--- config.mk ---
export PLATFORM = sky130hd
export DESIGN_NAME = uart_tx
export DESIGN_NICKNAME = d
export VERILOG_FILES = /design/src/rtl/uart_tx.sv
export SDC_FILE = /design/constraint.sdc
export NUM_CORES = 1
export LEC_CHECK = 0
export CORE_MARGIN = 2
export CORE_UTILIZATION = 50
export DETAILED_ROUTE_END_ITERATION = 10
export PLACE_DENSITY = 0.67
export SYNTH_ARGS = -nofsm -noshare
export SYNTH_HDL_FRONTEND = slang
export SYNTH_SLANG_ARGS = --single-unit
--- constraint.sdc ---
create_clock -name clk -period 2.75 [get_ports clk]
set_input_delay 0.55 -clock clk [delete_from_list [all_inputs] [get_ports clk]]
set_output_delay 0.55 -clock clk [all_outputs]
set_load 0.02 [all_outputs]
--- src/rtl/uart_tx.sv ---
// UART transmitter: small FIFO feeding a baud-tick-paced frame serializer.
// Frame is start, DATA_BITS LSB first, optional parity, then STOP_BITS stop bits.
module uart_tx #(
   parameter int DATA_BITS  = 8,
   parameter int FIFO_DEPTH = 4,
   parameter int PARITY     = 0,
   parameter int STOP_BITS  = 1
) (
   input  logic                          clk,
   input  logic                          rst,
   input  logic                          baud_tick,
   input  logic [DATA_BITS-1:0]          tx_data,
   input  logic                          tx_valid,
   output logic                          tx_ready,
   output logic                          txd,
   output logic                          busy,
   output logic [$clog2(FIFO_DEPTH):0]   fifo_count
);

   localparam int AddrW = $clog2(FIFO_DEPTH);
   localparam int IdxW  = $clog2(DATA_BITS);
   localparam logic [IdxW-1:0]  LastBit = IdxW'(DATA_BITS - 1);
   localparam logic [AddrW:0]   FullCnt = (AddrW + 1)'(FIFO_DEPTH);

   typedef enum logic [2:0] {StIdle, StStart, StData, StPar, StStop} state_e;

   state_e                 state_q, state_d;
   logic [DATA_BITS-1:0]   shift_q, shift_d;
   logic [IdxW-1:0]        bit_idx_q, bit_idx_d;
   logic                   stop_cnt_q, stop_cnt_d;
   logic                   txd_q, txd_d;
   logic                   parity_q, parity_d;

   logic [DATA_BITS-1:0]   mem_q [FIFO_DEPTH];
   logic [AddrW-1:0]       wr_ptr_q, rd_ptr_q;
   logic [AddrW:0]         count_q;
   logic                   push, pop, fifo_nonempty;
   logic [DATA_BITS-1:0]   head;
   logic                   head_parity;

   assign tx_ready      = (count_q != FullCnt);
   assign push          = tx_valid & tx_ready;
   assign fifo_nonempty = (count_q != '0);
   assign head          = mem_q[rd_ptr_q];
   assign head_parity   = (^head) ^ (PARITY == 2);

   always_ff @(posedge clk) begin
      if (push) mem_q[wr_ptr_q] <= tx_data;
   end

   always_ff @(posedge clk or posedge rst) begin
      if (rst) begin
         wr_ptr_q <= '0;
         rd_ptr_q <= '0;
         count_q  <= '0;
      end else begin
         if (push) wr_ptr_q <= wr_ptr_q + 1'b1;
         if (pop)  rd_ptr_q <= rd_ptr_q + 1'b1;
         if (push && !pop)      count_q <= count_q + 1'b1;
         else if (pop && !push) count_q <= count_q - 1'b1;
      end
   end

   always_ff @(posedge clk or posedge rst) begin
      if (rst) begin
         state_q    <= StIdle;
         shift_q    <= '0;
         bit_idx_q  <= '0;
         stop_cnt_q <= 1'b0;
         txd_q      <= 1'b1;
         parity_q   <= 1'b0;
      end else begin
         state_q    <= state_d;
         shift_q    <= shift_d;
         bit_idx_q  <= bit_idx_d;
         stop_cnt_q <= stop_cnt_d;
         txd_q      <= txd_d;
         parity_q   <= parity_d;
      end
   end

   always_comb begin
      state_d    = state_q;
      shift_d    = shift_q;
      bit_idx_d  = bit_idx_q;
      stop_cnt_d = stop_cnt_q;
      txd_d      = txd_q;
      parity_d   = parity_q;
      pop        = 1'b0;
      if (baud_tick) begin
         case (state_q)
            StIdle: begin
               if (fifo_nonempty) begin
                  pop      = 1'b1;
                  shift_d  = head;
                  parity_d = head_parity;
                  txd_d    = 1'b0;
                  state_d  = StStart;
               end
            end
            StStart: begin
               txd_d     = shift_q[0];
               bit_idx_d = '0;
               state_d   = StData;
            end
            StData: begin
               if (bit_idx_q != LastBit) begin
                  shift_d   = shift_q >> 1;
                  txd_d     = shift_q[1];
                  bit_idx_d = bit_idx_q + 1'b1;
               end else if (PARITY != 0) begin
                  txd_d   = parity_q;
                  state_d = StPar;
               end else begin
                  txd_d      = 1'b1;
                  stop_cnt_d = 1'b0;
                  state_d    = StStop;
               end
            end
            StPar: begin
               txd_d      = 1'b1;
               stop_cnt_d = 1'b0;
               state_d    = StStop;
            end
            StStop: begin
               if ((STOP_BITS == 2) && !stop_cnt_q) begin
                  stop_cnt_d = 1'b1;
               end else if (fifo_nonempty) begin
                  // Next byte already queued: start bit follows with no idle gap.
                  pop      = 1'b1;
                  shift_d  = head;
                  parity_d = head_parity;
                  txd_d    = 1'b0;
                  state_d  = StStart;
               end else begin
                  state_d = StIdle;
               end
            end
            default: state_d = StIdle;
         endcase
      end
   end

   assign txd        = txd_q;
   assign busy       = (state_q != StIdle) | fifo_nonempty;
   assign fifo_count = count_q;

endmodule

Word-level counts from Yosys, hierarchy flattened
Memories as Yosys holds them, arrays and structs flattened.
Index checks and enable logic that the tools add are counted.
- mux-type cells: 19
- equality and inequality tests: 10
- reductions and logical operators: 16
- bitwise gates (word level): 2
- $add $sub $neg: 5
- operator list (kind ; count):
    two-way mux 8 bit ; 2
    one-hot mux 8 bit (2 select lines) ; 1
    two-way mux 3 bit ; 5
    one-hot mux 3 bit (5 select lines) ; 1
    AND reduction 3 bit ; 3
    two-way mux 1 bit ; 8
    adder 3 x 1 -> 3 bit (second input constant) ; 2
    equality test 3 x 2 -> 1 bit (second input constant) ; 2
    inequality test 2 bit (second input constant) ; 3
    inequality test 3 bit (second input constant) ; 2
    one-hot mux 3 bit (2 select lines) ; 1
    nonzero test 2 bit ; 3
    nonzero test 3 bit ; 2
    adder 2 x 1 -> 2 bit (second input constant) ; 2
    one-hot mux 1 bit (4 select lines) ; 1
    AND reduction 4 bit ; 1
    nonzero test 4 bit ; 1
    equality test 3 x 1 -> 1 bit (second input constant) ; 1
    equality test 3 bit (second input constant) ; 1
    logical NOT 3 bit ; 1
    subtractor 3 x 1 -> 3 bit (second input constant) ; 1
    logical AND 1 bit ; 2
    logical NOT 1 bit ; 2
    inequality test 2 x 1 -> 1 bit (second input constant) ; 1
    3 further kinds ; 3
- bits of input ports: 12
- bits in writable memories: 32
- memories: 1
- output and inout bits: 6
- word-level logic and storage cells: 60
- flip-flop bits (word level): 22
- memory list (name ; depth ; width ; rd ports ; clocked after Yosys merged registers in ; write ports ; line ; source):
    mem_q ; 4 ; 8 ; 1 ; 0 ; 1 ; 34 ; logic [DATA_BITS-1:0] mem_q [FIFO_DEPTH];

Longest topological paths before layout
- depth in word-level cells: 7
- depth in mapped cells: 10
- depth with buffers taken out: 8

Least setup slack after synthesis
OpenSTA, ideal clock, no wires.
- path kind: flip-flop to flip-flop
- start: register count_q[2] (netlist: fifo_count[2])
- end: register count_q[2] (netlist: fifo_count[2])
- required time: 2.670 ns
- library setup time: 0.080 ns
- clock period less this slack: 2.139 ns
- setup slack: 0.611 ns
- path buffers: 0
- arrival time: 2.059 ns
- stages on the path, launching flop included: 9
- cell sequence: dfrtp_1 -> or3_1 -> nand3_1 -> ha_1 -> inv_1 -> fa_1 -> xor2_1 -> nor2_1 -> xor2_1
- cells in the longest elaborated chain, start to end: 7
- elaborated cells on any way between the ends: 15
- those cells by class: 2 x add/sub; 1 x eq/ne; 5 x mux; 1 x bitwise; 6 x reduce/logical
- RTL lines (item ; line ; source):
    start: declaration ; 36 ; logic [AddrW:0] count_q;
    start signal: assignment ; 59 ; if (push && !pop) count_q <= count_q + 1'b1;
    start signal: assignment ; 60 ; else if (pop && !push) count_q <= count_q - 1'b1;
    nonzero test 3 bit ; 43 ; assign fifo_nonempty = (count_q != '0);
    two-way mux 1 bit ; 93, 128 ;
    two-way mux 1 bit ; -- ;
    two-way mux 1 bit ; 90 ; if (baud_tick) begin
    logical NOT 1 bit ; 59 ;
    logical AND 1 bit ; 59 ;
    two-way mux 3 bit or nonzero test 2 bit (tied branches) ; -- ;
Several ways; a longest one is shown, not always the timed one. The select of a mux whose other input is x is not followed.
A chain may end at the register's enable or synchronous reset.

Final worst setup path
- start: register count_q[2] (netlist: fifo_count[2])
- end: output busy
- cells in the longest elaborated chain, start to end: 2
- RTL lines (item ; line ; source):
    nonzero test 3 bit ; 43 ;
    bitwise OR 1 bit ; 145 ; assign busy = (state_q != StIdle) | fifo_nonempty;
    end: declaration ; 16 ; output logic busy,
Every way passes these cells.

==> flow_summary.json <==
{
  "drc": 0,
  "p_leak_nw": 1.05,
  "dieWidth_um": 73.2,
  "cts.sinks": 54,
  "cts_buffer_depth": 2,
  "synth_top_family_by_area": "multiplexers",
  "port-buffer-count": 17,
  "max_clock_freq_ghz": 0.421,
  "synth_compound_area_frac": 0.0764,
  "relSlewSlack": 0.437,
  "crit_chain": "or3_1 -> or4_1 -> dlymetal6s2s_1",
  "drv_cap": 0,
  "busiest_layer": "met2",
  "final_common_cell": "edfxtp_1",
  "overflow": 0,
  "place_ws_ns": 0.321,
  "final_net_count": 205,
  "start_util": 0.513,
  "synth_ff_type": "edfxtp_1",
  "comb_power_share": 0.373,
  "cp.arrival_ns": 1.82,
  "setup_tns_ns": 0,
  "first_iter_violations": 60,
  "hp-class": "register to register",
  "tightestPinTransition_ns": 0.843,
  "die_area_mm2": 0.00535,
  "finalHoldViolCount": 0,
  "synthMuxAreaShare": 0.123,
  "use_met1": 0.238,
  "cts_buffers": 5,
  "p_per_area_mw_per_mm2": 1050,
  "path_max_fanout": 6,
  "rows": 25,
  "fp.coreArea_mm2": 0.00466,
  "gp_congestion": 0.779,
  "design_area_mm2": 0.00271,
  "synth_edf_count": 32,
  "postRouteAntennaNets": 0,
  "dpl_cell_area_mm2": 0.00262,
  "num_antenna_cells": 0,
  "synth_area_mm2": 0.00239,
  "setup_violations": 0,
  "skew_ns": 0.00895,
  "clkTransAtPathRegs_ns": 0.08,
  "power_mw": 2.83,
  "clock_power_share": 0.151,
  "synth_fp_nets": 186,
  "ir_worst_vdd_mv": 0.653,
  "cts_tree": "done",
  "period_needed_ns": 2.37,
  "firstDrtPassIters": 4,
  "synth_xor_area_frac": 0.0220,
  "cp_slowest_cell": "dfrtp_1",
  "grt_use_met2": 0.281,
  "synth.distinct_cells": 37,
  "switching_share": 0.354,
  "p_switching_mw": 1.00,
  "cts_root_buf": "clkbuf_8",
  "grt_pass1_wl_um": 6880,
  "drive_gt1_frac": 0.140,
  "final_cell_mix": "edfxtp_1 (32), dfrtp_1 (21), mux2i_1 (16), clkdlybuf4s50_1 (16), o21ai_0 (11)",
  "antenna_found_initial": 0,
  "p_seq_frac": 0.476,
  "ys_ff_latch": 54,
  "pin_count": 18,
  "drt-total-wl_um": 4140,
  "startpoint_type": "register",
  "grtUsageTotal": 0.177,
  "syn_to_final_growth_pct": 13.1,
  "die_y_um": 73.2,
  "finalMaxSlewViolations": 0,
  "slowest_delay_ns": 0.46,
  "drt-wirelength-per-cell_um": 17.2,
  "insertion_delay_ns": 0.31,
  "status": "finished, final reports clean",
  "vias": 1366,
  "crit_type": "register to output pin",
  "post_synth.cell_area_avg_um2": 14.4,
  "synthCells": 166,
  "synth-simple-area-share": 0.0680,
  "final_util": 0.581,
  "fin_crit_sh": 0.863,
  "required_ns": 2.20,
  "timing.final.ws_setup_ns": 0.377,
  "synth-seq-area-share": 0.632,
  "cts_setup_buffers": 0,
  "yosys_warnings": 0,
  "async_flop_share": 0.407,
  "viasPerCell": 5.69,
  "cp-end-kind": "output pin",
  "grt_pass1_vias": 1386,
  "htreeDepth": 2,
  "synthAdderAreaFrac": 0.0450,
  "grt_max_degree": 23,
  "grt_setup_unrepaired": "false",
  "grt_use_met3": 0.0414,
  "power.internal_mw": 1.83,
  "dpl.hpwl_um": 2920
}
==> layer usage <==
layer,vias to the layer above,routed length [µm]
met1,687,1850
li1,652,-
met4,0,64
met5,-,0
met3,6,132
met2,21,2090
==> timing repair <==
item                                    CTS  global route
endpoints found under the setup margin    0             1
resized for setup                         0             1
hold buffers                              0             0
==> cell usage after synthesis (all sizes together), types with 2 or more instances <==
cell / number / area (µm²)
xnor2: 4 / 35.0
xor2: 2 / 17.5
inv: 10 / 37.5
buf: 5 / 25.0
nor2b: 3 / 18.8
a21oi: 2 / 10.0
o21ai: 12 / 60.1
nand2: 3 / 11.3
nor3b: 2 / 15.0
or3: 2 / 12.5
ha: 7 / 87.6
and2: 4 / 25.0
nand4: 2 / 27.5
nor2: 4 / 15.0
mux2: 10 / 113
or4: 2 / 18.8
mux2i: 16 / 160
clkbuf: 4 / 16.3
edfxtp: 32 / 961
o221ai: 7 / 61.3
dfrtp: 21 / 526
==> sequential cells by signal, summed over array words and instances (netlist names) <==
register,flops
mem_q,32
shift_q,8
bit_idx_q,3
fifo_count,3
state_q,3
rd_ptr_q,2
wr_ptr_q,2
txd,1
==> through the flow <==
stage                     hold slack (ns)  instances
after floorplan                     0.450        166
after global placement              0.481        232
after detailed placement            0.480        232
after CTS                           0.505        240
after global routing                0.534        240
final                               0.503        240
==> worst paths after layout <==
path                       slack (ns)  cells past startpoint            end           from
min reg2reg                      0.50                      1     shift_q[7]     shift_q[7]
min in group asynchronous        0.72                      2    wr_ptr_q[1]            rst
max reg2reg                      0.43                      8  fifo_count[2]  fifo_count[2]
max in group asynchronous        1.50                      2    rd_ptr_q[1]            rst
min                              0.50                      1     shift_q[7]     shift_q[7]
max                              0.38                      3           busy  fifo_count[2]
==> power groups by stage <==
stage / logic, mW / clock network (mW) / registers [mW]
finish: 1.06 / 0.427 / 1.35
global route: 1.20 / 0.469 / 1.38
CTS: 1.08 / 0.435 / 1.35
detailed placement: 1.08 / 0 / 1.37
global placement: 1.03 / 0 / 1.35
floorplan: 0.835 / 0 / 1.28
==> area by class of cell <==
| class | instances | area [µm²] |
|---|---|---|
| clock inverters | 3 | 16.3 |
| fillers | 364 | 1950 |
| clock buffers | 5 | 68.8 |
| repair buffers | 21 | 203 |
| inverters | 10 | 37.5 |
| flip-flops and latches | 54 | 1510 |
| well taps | 54 | 67.6 |
| multi-input cells | 93 | 801 |
==> cell families (layout without fill, tap and decap cells) <==
kind of cell / after synthesis / count (layout)
xor gates and xnor gates: 6 / 6
AOI/OAI and AO/OA: 27 / 27
buffers and inverters: 19 / 39
and+or+nand+nor: 25 / 25
adders and majority gates: 8 / 8
DFF: 54 / 54
muxes: 27 / 27
==> critical path, delay by kind of cell, from the launching register on <==
family / cells / cell delay [ns]
buf+inv: 1 / 0.22
flops: 1 / 0.46
simple gates: 2 / 0.85
(Power assumes the default switching activity.)
